==> config.mk <==
export PLATFORM = sky130hd
export DESIGN_NAME = mem_traffic_master
export DESIGN_NICKNAME = d
export VERILOG_FILES = /design/src/rtl/mem_traffic_master.sv
export SDC_FILE = /design/constraint.sdc
export NUM_CORES = 1
export LEC_CHECK = 0
export CAP_MARGIN = 20
export CELL_PAD_IN_SITES_DETAIL_PLACEMENT = 1
export CELL_PAD_IN_SITES_GLOBAL_PLACEMENT = 1
export CORE_ASPECT_RATIO = 1.25
export CORE_UTILIZATION = 35
export DETAILED_ROUTE_END_ITERATION = 7
export MAX_ROUTING_LAYER = met4
export PLACE_DENSITY_LB_ADDON = 0.1
export SETUP_SLACK_MARGIN = 0.4
export SYNTH_ARGS = -nofsm -noshare
export SYNTH_HDL_FRONTEND = slang
export SYNTH_SLANG_ARGS = --single-unit
export TNS_END_PERCENT = 30
==> constraint.sdc <==
create_clock -name clk -period 5.2 [get_ports clk]
set_input_delay 1.04 -clock clk [delete_from_list [all_inputs] [get_ports clk]]
set_output_delay 1.04 -clock clk [all_outputs]
set_load 0.02 [all_outputs]
==> src/rtl/mem_traffic_master.sv <==
// Memory traffic master: writes a pattern over NUM_WORDS words, reads
// them back and checks them.
// Ports:
//   clk, resetL                   clock, async active-low reset
//   start, mode, page,
//   base_addr, seed               pass launch and its parameters
//   req_valid/ready/we/page/
//   addr/wdata                    request channel (valid/ready)
//   rsp_valid, rsp_rdata          read response channel
//   busy, done, pass, timeout,
//   err_count, first_err_addr     status and results
module mem_traffic_master #(
   parameter int DATA_W    = 64,
   parameter int ADDR_W    = 12,
   parameter int PAGE_W    = 4,
   parameter int NUM_WORDS = 4,
   parameter int STRIDE    = 4,
   parameter int TIMEOUT   = 64,
   parameter int CNT_W     = 8
) (
   input  logic              clk,
   input  logic              resetL,
   input  logic              start,
   input  logic [1:0]        mode,
   input  logic [PAGE_W-1:0] page,
   input  logic [ADDR_W-1:0] base_addr,
   input  logic [DATA_W-1:0] seed,
   output logic              req_valid,
   input  logic              req_ready,
   output logic              req_we,
   output logic [PAGE_W-1:0] req_page,
   output logic [ADDR_W-1:0] req_addr,
   output logic [DATA_W-1:0] req_wdata,
   input  logic              rsp_valid,
   input  logic [DATA_W-1:0] rsp_rdata,
   output logic              busy,
   output logic              done,
   output logic              pass,
   output logic              timeout,
   output logic [CNT_W-1:0]  err_count,
   output logic [ADDR_W-1:0] first_err_addr
);

   typedef enum logic [2:0] {
      IDLE, WR, RD_REQ, RD_WAIT, FIN
   } state_t;

   localparam int K_W = 13;
   localparam int T_W = $clog2(TIMEOUT) + 1;
   localparam logic [K_W-1:0] LAST  = K_W'(NUM_WORDS - 1);
   localparam logic [T_W-1:0] T_LIM = T_W'(TIMEOUT - 1);

   state_t            state_q, state_d;
   logic [K_W-1:0]    k_q, k_d;
   logic [T_W-1:0]    tmo_q, tmo_d;
   logic [1:0]        mode_q, mode_d;
   logic [PAGE_W-1:0] page_q, page_d;
   logic [ADDR_W-1:0] base_q, base_d;
   logic [DATA_W-1:0] seed_q, seed_d;
   logic [CNT_W-1:0]  err_q, err_d;
   logic [ADDR_W-1:0] ferr_q, ferr_d;
   logic              tmo_flag_q, tmo_flag_d;
   logic              pass_q, pass_d;

   logic [ADDR_W-1:0] addr;
   logic [DATA_W-1:0] pat;
   logic [DATA_W-1:0] sum;

   // Address and pattern depend only on held registers and k, so
   // they stay put while a request is stalled.
   always_comb begin
      addr = base_q + ADDR_W'(STRIDE) * ADDR_W'(k_q);
      sum  = seed_q + DATA_W'(k_q);
      pat  = '0;
      unique case (mode_q)
         2'd0: pat = sum;
         2'd1: pat = DATA_W'(1) << (32'(k_q) % DATA_W);
         2'd2: pat = DATA_W'(addr);
         2'd3: pat = ~sum;
         default: pat = '0;
      endcase
   end

   always_comb begin
      state_d    = state_q;
      k_d        = k_q;
      tmo_d      = tmo_q;
      mode_d     = mode_q;
      page_d     = page_q;
      base_d     = base_q;
      seed_d     = seed_q;
      err_d      = err_q;
      ferr_d     = ferr_q;
      tmo_flag_d = tmo_flag_q;
      pass_d     = pass_q;
      unique case (state_q)
         IDLE: begin
            if (start) begin
               state_d    = WR;
               k_d        = '0;
               mode_d     = mode;
               page_d     = page;
               base_d     = base_addr;
               seed_d     = seed;
               err_d      = '0;
               ferr_d     = '0;
               tmo_flag_d = 1'b0;
               pass_d     = 1'b0;
            end
         end
         WR: begin
            if (req_ready) begin
               if (k_q == LAST) begin
                  k_d     = '0;
                  state_d = RD_REQ;
               end else begin
                  k_d = k_q + 1'b1;
               end
            end
         end
         RD_REQ: begin
            if (req_ready) begin
               state_d = RD_WAIT;
               tmo_d   = '0;
            end
         end
         RD_WAIT: begin
            // A response on the limit cycle wins over the timeout.
            if (rsp_valid) begin
               if (rsp_rdata != pat) begin
                  if (err_q != '1) err_d = err_q + 1'b1;
                  if (err_q == '0) ferr_d = addr;
               end
               if (k_q == LAST) begin
                  state_d = FIN;
               end else begin
                  k_d     = k_q + 1'b1;
                  state_d = RD_REQ;
               end
            end else if (tmo_q == T_LIM) begin
               tmo_flag_d = 1'b1;
               state_d    = FIN;
            end else begin
               tmo_d = tmo_q + 1'b1;
            end
         end
         FIN: state_d = IDLE;
         default: state_d = IDLE;
      endcase
      // Resolve pass on entry to FIN so it is valid alongside done.
      if (state_q == RD_WAIT && state_d == FIN)
         pass_d = (err_d == '0) && !tmo_flag_d;
   end

   always_ff @(posedge clk or negedge resetL) begin
      if (!resetL) begin
         state_q    <= IDLE;
         k_q        <= '0;
         tmo_q      <= '0;
         mode_q     <= '0;
         page_q     <= '0;
         base_q     <= '0;
         seed_q     <= '0;
         err_q      <= '0;
         ferr_q     <= '0;
         tmo_flag_q <= 1'b0;
         pass_q     <= 1'b0;
      end else begin
         state_q    <= state_d;
         k_q        <= k_d;
         tmo_q      <= tmo_d;
         mode_q     <= mode_d;
         page_q     <= page_d;
         base_q     <= base_d;
         seed_q     <= seed_d;
         err_q      <= err_d;
         ferr_q     <= ferr_d;
         tmo_flag_q <= tmo_flag_d;
         pass_q     <= pass_d;
      end
   end

   assign req_valid      = (state_q == WR) || (state_q == RD_REQ);
   assign req_we         = (state_q == WR);
   assign req_page       = page_q;
   assign req_addr       = addr;
   assign req_wdata      = pat;
   assign busy           = (state_q != IDLE);
   assign done           = (state_q == FIN);
   assign pass           = pass_q;
   assign timeout        = tmo_flag_q;
   assign err_count      = err_q;
   assign first_err_addr = ferr_q;

endmodule

After elaboration in Yosys (flattened, before gate mapping)

Index checks and enable logic that the tools add are counted.

Register bits after elaboration: 127
Bits in latches: 0
Memory bits (writable): 0
Bits in read-only memories: 0
Input port bits: 151
Logic and storage cells: 94
Memories kept: 0

$add $sub $neg: 5
$mul: 0
Div/mod/pow operators: 0
$lt $le $gt $ge: 0
Eq/ne operators: 21
Shift operators: 1
Muxes and demuxes: 36
Bitwise gates (word level): 1
Reductions and logical operators: 19

Operators by type and width:

| kind                                                                | count |
|---|---|
| 64-bit one-hot mux with 4 select lines                              | 1 |
| 13-bit 2-to-1 mux                                                   | 5 |
| 64-bit by 13-bit adder with 64-bit output                           | 1 |
| 64-bit inequality test                                              | 1 |
| 64-bit inverter                                                     | 1 |
| 1-bit by 6-bit << shifter with 64-bit output (first input constant) | 1 |
| 12-bit 2-to-1 mux                                                   | 4 |
| 13-bit one-hot mux with 3 select lines                              | 1 |
| 8-bit 2-to-1 mux                                                    | 4 |
| 12-bit one-hot mux with 2 select lines                              | 1 |
| 3-bit 2-to-1 mux                                                    | 7 |
| 7-bit 2-to-1 mux                                                    | 3 |
| 2-bit inequality test (second input constant)                       | 9 |
| 8-bit zero test                                                     | 2 |
| 8-bit one-hot mux with 2 select lines                               | 1 |
| 7-bit one-hot mux with 2 select lines                               | 1 |
| 13-bit by 1-bit adder with 13-bit output (second input constant)    | 1 |
| 13-bit by 2-bit == test with 1-bit output (second input constant)   | 1 |
| 12-bit adder                                                        | 1 |
| 3-bit one-hot mux with 4 select lines                               | 1 |
| 5-bit AND reduction                                                 | 2 |
| 8-bit by 1-bit adder with 8-bit output (second input constant)      | 1 |
| 8-bit inequality test (second input constant)                       | 1 |
| 2-bit nonzero test                                                  | 4 |
| 17 further kinds                                                    | 28 |

Longest topological paths before layout

Gate-level depths: netlist of the first run.

Word-level depth: 10
Mapped depth: 19
Gate-level depth less buffers: 18

Worst setup path after synthesis of the first run

No wires, ideal clock.

Path kind: register to register
Start point: register k_q[0]
End point: register pass_q, in the netlist pass
Data arrival time: 5.557 ns
Setup slack: -0.449 ns
Stages on the path, launching flop included: 19
Buffers on the path: 1
Cells stage by stage: dfrtp_1 ha_1 inv_1 fa_1 nand2b_1 a21bo_2 a21boi_1 nor2_1 xnor2_1 a221oi_1 xor2_1 or4b_1 or4_1 nor4_2 buf_4 nor2_2 mux2_4 or4b_1 o31ai_2

Longest elaborated chain between the ends: 10
Elaborated cells on any way between the ends: 23
Those cells by class: add/sub: 2; eq/ne: 3; shift: 1; mux: 10; bitwise: 1; reduce/logical: 6

Ends and longest elaborated chain:

| element                                    | RTL line | source |
|---|---|---|
| start: declaration                         | 54       | `logic [K_W-1:0] k_q, k_d;` |
| start signal: assignment                   | 170      | `k_q <= k_d;` |
| 64-bit by 13-bit adder with 64-bit output  | 73       | `sum = seed_q + DATA_W'(k_q);` |
| 64-bit inverter                            | 79       | `2'd3: pat = ~sum;` |
| 64-bit one-hot mux with 4 select lines (*) | 75       | `unique case (mode_q)` |
| named net req_wdata[14]                    | 33       | `output logic [DATA_W-1:0] req_wdata,` |
| 64-bit inequality test (*)                 | 130      | `if (rsp_rdata != pat) begin` |
| 8-bit 2-to-1 mux (*)                       | 130      |  |
| 8-bit 2-to-1 mux (*)                       | 129      | `if (rsp_valid) begin` |
| 8-bit one-hot mux with 2 select lines (*)  | 96       | `unique case (state_q)` |
| named net err_d[1]                         | 60       | `logic [CNT_W-1:0] err_q, err_d;` |
| 8-bit zero test (*)                        | 152      | `pass_d = (err_d == '0) && !tmo_flag_d;` |
| 1-bit logical AND (*)                      | 152      |  |
| 1-bit 2-to-1 mux (*)                       | 151      | `if (state_q == RD_WAIT && state_d == FIN)` |
| end signal: assignment                     | 179      | `pass_q <= pass_d;` |
| end: declaration                           | 63       | `logic pass_q, pass_d;` |

Mark *: on every way through the listed nets, which the timed path passes. The rest lies on a longest branch.
A chain may end at the register's enable or synchronous reset.

Final worst setup path of the first run

Start point: register k_q[12]
End point: register pass_q, in the netlist pass

Longest elaborated chain between the ends: 10
Elaborated cells on any way between the ends: 21
Those cells by class: add/sub: 1; eq/ne: 3; mux: 10; bitwise: 1; reduce/logical: 6

Ends and longest elaborated chain:

| element                                       | RTL line |
|---|---|
| 64-bit by 13-bit adder with 64-bit output (*) | 73 |
| 64-bit inverter                               | 79 |
| 64-bit one-hot mux with 4 select lines (*)    | 75 |
| 64-bit inequality test (*)                    | 130 |
| 8-bit 2-to-1 mux (*)                          | 130 |
| 8-bit 2-to-1 mux (*)                          | 129 |
| 8-bit one-hot mux with 2 select lines (*)     | 96 |
| named net err_d[1]                            | 60 |
| 8-bit zero test (*)                           | 152 |
| 1-bit logical AND (*)                         | 152 |
| 1-bit 2-to-1 mux (*)                          | 151 |

Marks and branches as above.

==> results of run 1 <==
-- worst max-delay path: cells and delay by family, from the launching register on --
kind / cells / cell delay, ps
buffers and inverters: 4 / 730
muxes: 1 / 310
AOI/OAI and AO/OA: 2 / 870
and+or+nand+nor: 9 / 2780
DFF: 1 / 420
xor gates and xnor gates: 1 / 150
adders and majority gates: 1 / 310
-- metrics by stage --
step           cells  area (um2)  utilization  hold slack (ps)  total power [mW]
2_1_floorplan   1834       13190            -            449.7             6.196
3_3_place_gp    2848       18900       0.5192            459.4             10.68
3_5_place_dp    2848       18900       0.5192            464.7             10.88
4_1_cts         2917       20450       0.5617            479.2             12.59
5_1_grt         2925       20780       0.5708            521.4             13.51
6_report        2925       20780       0.5708            488.5             13.09
-- kinds of logic (layout without fill, tap and decap cells) --
kind of cell | Yosys count | after routing | share of synthesized area
AND/OR/NAND/NOR | 963 | 963 | 0.3645
multiplexers | 38 | 38 | 0.03044
adder cells (fa/ha/maj) | 33 | 33 | 0.03295
AO/OA/AOI/OAI | 408 | 408 | 0.2102
XOR/XNOR | 93 | 93 | 0.06272
other | 0 | 1 | 0
buffers and inverters | 172 | 782 | 0.05453
flip-flops | 127 | 127 | 0.2447
-- area by class of cell --
type / instances / share of cell area
multi-input cells: 1535 / 0.4868
repair buffers: 699 / 0.2927
flip-flops and latches: 127 / 0.1532
well taps: 480 / 0.02890
clock buffers: 17 / 0.02047
inverters: 51 / 0.009213
clock inverters: 15 / 0.008490
diodes: 1 / 0.0001204
-- registers in the layout, indices dropped and copies added (netlist names) --
register and count:
timeout 1, seed_q 64, k_q 13, mode_q 2
req_page 4, state_q 3, err_count 8, tmo_q 7
pass 1, base_q 12, first_err_addr 12
-- worst paths after layout --
kind	depth (start not counted)	from	slack, ps	endpoint
max	18	k_q[12]	-480	pass
min	1	resetL	490	seed_q[63]
max reg2reg	18	k_q[12]	-480	pass
min reg2reg	2	base_q[8]	490	base_q[8]
max in group asynchronous	2	resetL	3640	k_q[5]
min in group clk	2	base_q[8]	490	base_q[8]
-- layer usage --
| layer | track usage | vias to the layer above |
|---|---|---|
| li1 | - | 7799 |
| met1 | 0.4629 | 8975 |
| met2 | 0.7475 | 1078 |
| met3 | 0.09504 | 400 |
| met4 | 0.3825 | 0 |
| met5 | - | - |
-- placed cells by master (no fill, tap or decap), drive strengths merged, types with 13 or more instances in the layout --
cell and count:
a211o 16, a211oi 19, a21oi 86, a31oi 18, and2 19, and3 27, buf 459, clkbuf 21
clkdlybuf4s50 213, dfrtp 127, ha 31, inv 58, mux2i 29, nand2 398, nand2b 21, nand3 75
nand4 59, nor2 151, nor2b 18, nor3 58, nor4 31, o211ai 22, o21a 13, o21ai 109
or3 31, xnor2 51, xor2 42
-- power breakdown --
group	internal (mW)	switching (mW)	total (mW)
registers	1.36	0.559	1.92
logic	4.05	5.84	9.89
clock network	0.722	0.559	1.28
total	6.13	6.95	13.1
-- timing repair --
action | CTS | global route
setup endpoints to repair | 59 | 57
setup buffers | 34 | 7
gates cloned | 3 | 0
pin swaps | 34 | 21
gates resized for setup | 173 | 92
==> metrics.md, run 1 <==
| Metric | Value |
|---|---|
| Nets | 2615 |
| Post-CTS Hold Buffers | 0 |
| CTS Buffer Depth | 2 |
| Synthesized flop and latch total | 127 |
| Worst Hold Class | in -> async |
| Ports | 257 |
| Count of warnings emitted by yosys | 0 |
| I/O Buffers | 256 |
| Slew HR | 0.3967 |
| Fraction of layout cells with a size suffix above 1 | 0.2795 |
| Worst Path Max Fanout | 4 |
| First-pass GRT wire length | 122.9 mm |
| Final GP Congestion | 1.081 |
| Die ar. | 37890 um2 |
| Peak VDD IR | 526.3 uV |
| EDFF count, synth | 0 |
| Endpoint type of the worst setup path | flop |
| Initial DRT Pass Iterations | 5 |
| Detailed Route WL | 85.13 mm |
| Vias in the first global route | 19340 |
| Endpoints failing hold | 0 |
| CTS Sinks | 127 |
| Setup violations, final | 17 |
| Wire per inst | 29.10 um |
| CTS H-Tree Depth | 4 |
| Post-synth cell types | 90 |
| Cell area after synthesis | 12990 um2 |
| Vias | 18250 |
| Max Used Layer | met4 |
| Largest cells by area after synthesis | dfrtp_1 (24%), nand2_1 (12%), nor2_1 (4.3%), o21ai_0 (4.0%), xnor2_1 (3.4%) |
| RSZ-0062 raised after global routing | true |
| Starting Density | 0.3568 |
| Syn_area_per_cell | 7.081 um2 |
| Via density | 6.240 |
| Final Cycle Share | 1.093 |
| Chip Width | 174.3 um |
| Slowest CP cell | o211ai_1 |
| Final Critical Period | 5685 ps |
| Highest Clock Rate | 0.1759 GHz |
| Grt total ovfl | 0 |
| CTS tree | yes |
| Setup CP Type | reg -> reg |
| Row cnt | 78 |
| Core ar. | 36400 um2 |
| Top cell type's share of synthesized area | 0.2447 |
| Area delta synth->final | 59.99% |
| Final Skew | 13.74 ps |
| ANT nets after route | 0 |
| Critical path required time | 5580 ps |
| Post-Route Setup TNS | -5746 ps |
| CP Launch Type | flop |
| Max-cap violations | 0 |
| DR WL met3 | 6.396 mm |
| Worst Path Arrival | 6060 ps |
| Worst-path clk slew | 70 ps |
| Pre-CTS setup slack | -427.6 ps |
| Setup ws final | -484.5 ps |
| Cells after Synth | 1834 |
| Syn_nets | 2018 |
| DP HPWL | 63.90 mm |
| Ys async rst share | 1.000 |
| Met2 WL | 40.48 mm |
| Chip Height | 217.4 um |
| Area of the multi-input gates | 10120 um2 |
| Violated checks | setup timing |
| Sequential element share of the synthesized area | 0.2447 |
| Slowest stage delay, CP | 670 ps |
| Top-count cell post-synth | nand2_1 |
| Tot GR Track Use | 0.4537 |
| Cts bufs inserted | 17 |
| Prevailing post-synth register cell | dfrtp_1 |
| Lkg Pwr | 9.152 nW |
| Leading area contributor after synthesis | dfrtp_1 |
| Reg area | 3184 um2 |
| Largest net degree at the start of global routing | 55 |
| # fillers | 4415 |
| Crit path cell chain | ha_4 -> buf_6 -> nand2_4 -> o211ai_1 -> buf_4 -> nand3_4 -> or4b_4 -> buf_6 -> xor2_4 -> and3_4 -> or4b_4 -> or4_4 -> nor4_4 -> buf_6 -> nor2_4 -> mux2_4 -> or4b_4 -> o31ai_2 |
| DRT met1 WL | 30.11 mm |
| Detailed-route DRC error count | 0 |
| Pwr dens | 629.8 nW/um2 |
| Antenna violations before repair | 1 |
| Commonest cells in the synthesized netlist | nand2_1 (398), nor2_1 (150), dfrtp_1 (127) |
| Final Max Slew Viols | 0 |
| Skew-Pair Late Insertion Delay | 470 ps |
| Root buf cell | clkbuf_16 |
| Iteration-0 DRC Markers | 1509 |
| Status | finished, violations left |
| Worst-margin pin slew | 904.9 ps |
Note: power is estimated with default switching activity, not from simulation.
==> run 2, diff against run 1 <==
Settings changed: HOLD_SLACK_MARGIN set to 0.08, TNS_END_PERCENT 30 to not set.
==> metrics.md, run 2 (synthesis results as in run 1) <==
| Metric | Value |
|---|---|
| First-pass GRT wire length | 122.9 mm (about the same) |
| Detailed-route DRC error count | 0 (unchanged) |
| Most frequent cells in the layout | buf_4 (413), nand2_1 (393), clkdlybuf4s50_1 (214) |
| Largest net degree at the start of global routing | 55 (unchanged) |
| Iteration-0 DRC Markers | 1613 (+6.9%) |
| Grt total ovfl | 0 (unchanged) |
| Setup violations, final | 17 (unchanged) |
| Psw | 6.993 mW (+0.57%) |
| Top Registers | seed_q x64, k_q x13 |
| ANT nets after route | 0 (unchanged) |
| Final Cycle Share | 1.097 (+0.003638) |
| Crit path cell chain | ha_4 -> buf_6 -> nand2_4 -> o211ai_1 -> buf_4 -> nand3_4 -> or4b_4 -> buf_6 -> xor2_4 -> and3_4 -> or4b_4 -> or4_4 -> nor4_4 -> buf_6 -> nor2_4 -> mux2_4 -> or4b_4 -> o31ai_2 |
| Final Skew | 18.72 ps (+4.983 ps) |
| Slowest CP cell | o211ai_1 |
| Vias in the first global route | 19360 (+0.11%) |
| Die ar. | 37890 um2 (unchanged) |
| Biggest register | seed_q |
| Critical path required time | 5580 ps (about the same) |
| Via density | 6.251 (+0.17%) |
| Placed Area | 18900 um2 (unchanged) |
| Setup ws final | -503.4 ps (-18.92 ps) |
| Lkg Pwr | 9.210 nW (+0.64%) |
| DRT met1 WL | 30.12 mm (about the same) |
| # fillers | 4420 (+0.11%) |
| Root buf cell | clkbuf_16 |
| Skew-Pair Late Insertion Delay | 470 ps (about the same) |
| DP HPWL | 63.90 mm (unchanged) |
| Ports | 257 (unchanged) |
| Worst-margin pin slew | 922.2 ps (+17.32 ps) |
| Worst Path Arrival | 6080 ps (+20 ps) |
| Slowest stage delay, CP | 660 ps (about the same) |
| Chip Width | 174.3 um (unchanged) |
| Comb pwr share | 0.758 (+0.002) |
| Area delta synth->final | 61.10% |
| CTS tree | yes |
| Core ar. | 36400 um2 (unchanged) |
| Chip Height | 217.4 um (unchanged) |
| Net Sw Frac | 0.5303 (-0.001020) |
| Final Max Slew Viols | 0 (unchanged) |
| Final Critical Period | 5703 ps (+18.92 ps) |
| CTS Sinks | 127 (unchanged) |
| Crit path buf inv count | 4 (unchanged) |
| Tot GR Track Use | 0.4535 (about the same) |
| CP Launch Type | flop |
| Area of the multi-input gates | 10160 um2 (+0.46%) |
| Pwr dens | 630.2 nW/um2 (about the same) |
| I/O Buffers | 256 (unchanged) |
| Status | finished, violations left |
| Reg area | 3184 um2 (unchanged) |
| Worst Path Max Fanout | 4 (unchanged) |
| Detailed Route WL | 85.50 mm (+0.43%) |
| Commonest non-fill, non-tap cell in the layout | buf_4 |
| Setup CP Type | reg -> reg |
| Nets | 2621 (+0.23%) |
| Crit path max-delay family | simple AND/OR/NAND/NOR gates |
| Max reg flops | 64 (unchanged) |
| Final GP Congestion | 1.081 (unchanged) |
| Vias | 18320 (+0.38%) |
| Worst Hold Class | in -> async |
| Pre-CTS setup slack | -427.6 ps (unchanged) |
| CTS Buffer Depth | 2 (unchanged) |
| Worst-path clk slew | 70 ps (about the same) |
| Fraction of layout cells with a size suffix above 1 | 0.2804 (+0.0009483) |
| Peak VDD IR | 525.0 uV (-0.24%) |
| DR WL met3 | 6.519 mm (+1.9%) |
| Wire per inst | 29.17 um (+0.22%) |
| Pint | 6.193 mW (+0.98%) |
| CTS H-Tree Depth | 4 (unchanged) |
| RSZ-0062 raised after global routing | true |
| Max Used Layer | met4 |
| Slew HR | 0.3852 (-0.01154) |
| Met2 WL | 40.56 mm (+0.18%) |
| Reg power frac | 0.145 (about the same) |
| Clock power share | 0.097 (about the same) |
| Cell area after layout | 20920 um2 (+0.69%) |
| Max-cap violations | 0 (unchanged) |
| Initial DRT Pass Iterations | 6 (+1) |
| Endpoint type of the worst setup path | flop |
| Row cnt | 78 (unchanged) |
| Cts bufs inserted | 17 (unchanged) |
| Highest Clock Rate | 0.1753 GHz (-0.33%) |
| Antenna violations before repair | 1 (unchanged) |
| Endpoints failing hold | 0 (unchanged) |
| Starting Density | 0.3568 (unchanged) |
| Violated checks | setup timing |
[run 2: cell types whose count changed in the layout (fill, tap and decap cells not counted), moves of 2 or more]
cell           previous run  this run
buf_4                   425       413
buf_6                    18        29
dlygate4sd2_1            11        14
o21ai_1                   9        11
a21oi_1                  75        73
o21ai_0                  84        81
[run 2: worst register-to-register path, cell delays in order (launching register included)]
cell	delay (ps)
dfrtp_1	420
ha_4	310
buf_6	120
nand2_4	60
o211ai_1	660
buf_4	280
nand3_4	80
or4b_4	530
buf_6	150
xor2_4	150
and3_4	190
or4b_4	480
or4_4	600
nor4_4	320
buf_6	200
nor2_4	60
mux2_4	320
or4b_4	490
o31ai_2	200
[run 2: area by class of cell]
type / instances / share of cell area
Multi-Input combinational cell: 1535 / 0.4857
Tap cell: 480 / 0.02870
Inverter: 51 / 0.009150
Sequential cell: 127 / 0.1522
Antenna cell: 1 / 0.0001196
Timing Repair Buffer: 705 / 0.2954
Clock buffer: 17 / 0.02033
Clock inverter: 15 / 0.008432
[run 2: final timing paths]
check,endpoint,cells past startpoint,slack (ps),from
min in group clk,base_q[8],2,490,base_q[8]
min,seed_q[63],1,490,resetL
min reg2reg,base_q[8],2,490,base_q[8]
max reg2reg,pass,18,-500,k_q[12]
max,pass,18,-500,k_q[12]
max in group asynchronous,k_q[5],2,3630,resetL
[run 2: power groups by stage]
stage / Combinational (mW) / Sequential [mW] / Clock (mW)
after CTS: 9.45 / 1.86 / 1.29
final: 9.99 / 1.91 / 1.28
after global placement: 8.87 / 1.82 / 0
after global routing: 10.3 / 1.93 / 1.32
after detailed placement: 9.04 / 1.84 / 0
after floorplan: 4.52 / 1.68 / 0
[run 2: timing repair]
action | in CTS | in global routing
hold endpoints to repair | 0 | 0
cloned | 3 | 0
buffers inserted | 35 | 12
hold buffers | 0 | 0
endpoints found under the setup margin | 59 | 59
pin swaps | 34 | 26
resized for setup | 174 | 122
[run 2: metal layers]
layer  global-route usage  vias up
met5                    -        -
met4               0.3819        0
met3              0.09434      422
met1               0.4627     9020
li1                     -     7803
met2               0.7478     1076
[run 2: stage by stage]
step,hold slack [ps],TNS (ps),cells,power (mW),util
final,485.1,-6055,2931,13.19,0.5748
after global routing,521.4,-6218,2931,13.59,0.5748
after CTS,479.2,-100.4,2918,12.59,0.5622
after detailed placement,464.7,-2332,2848,10.88,0.5192
after global placement,459.4,-747.2,2848,10.68,0.5192
after floorplan,449.7,0,1834,6.196,-
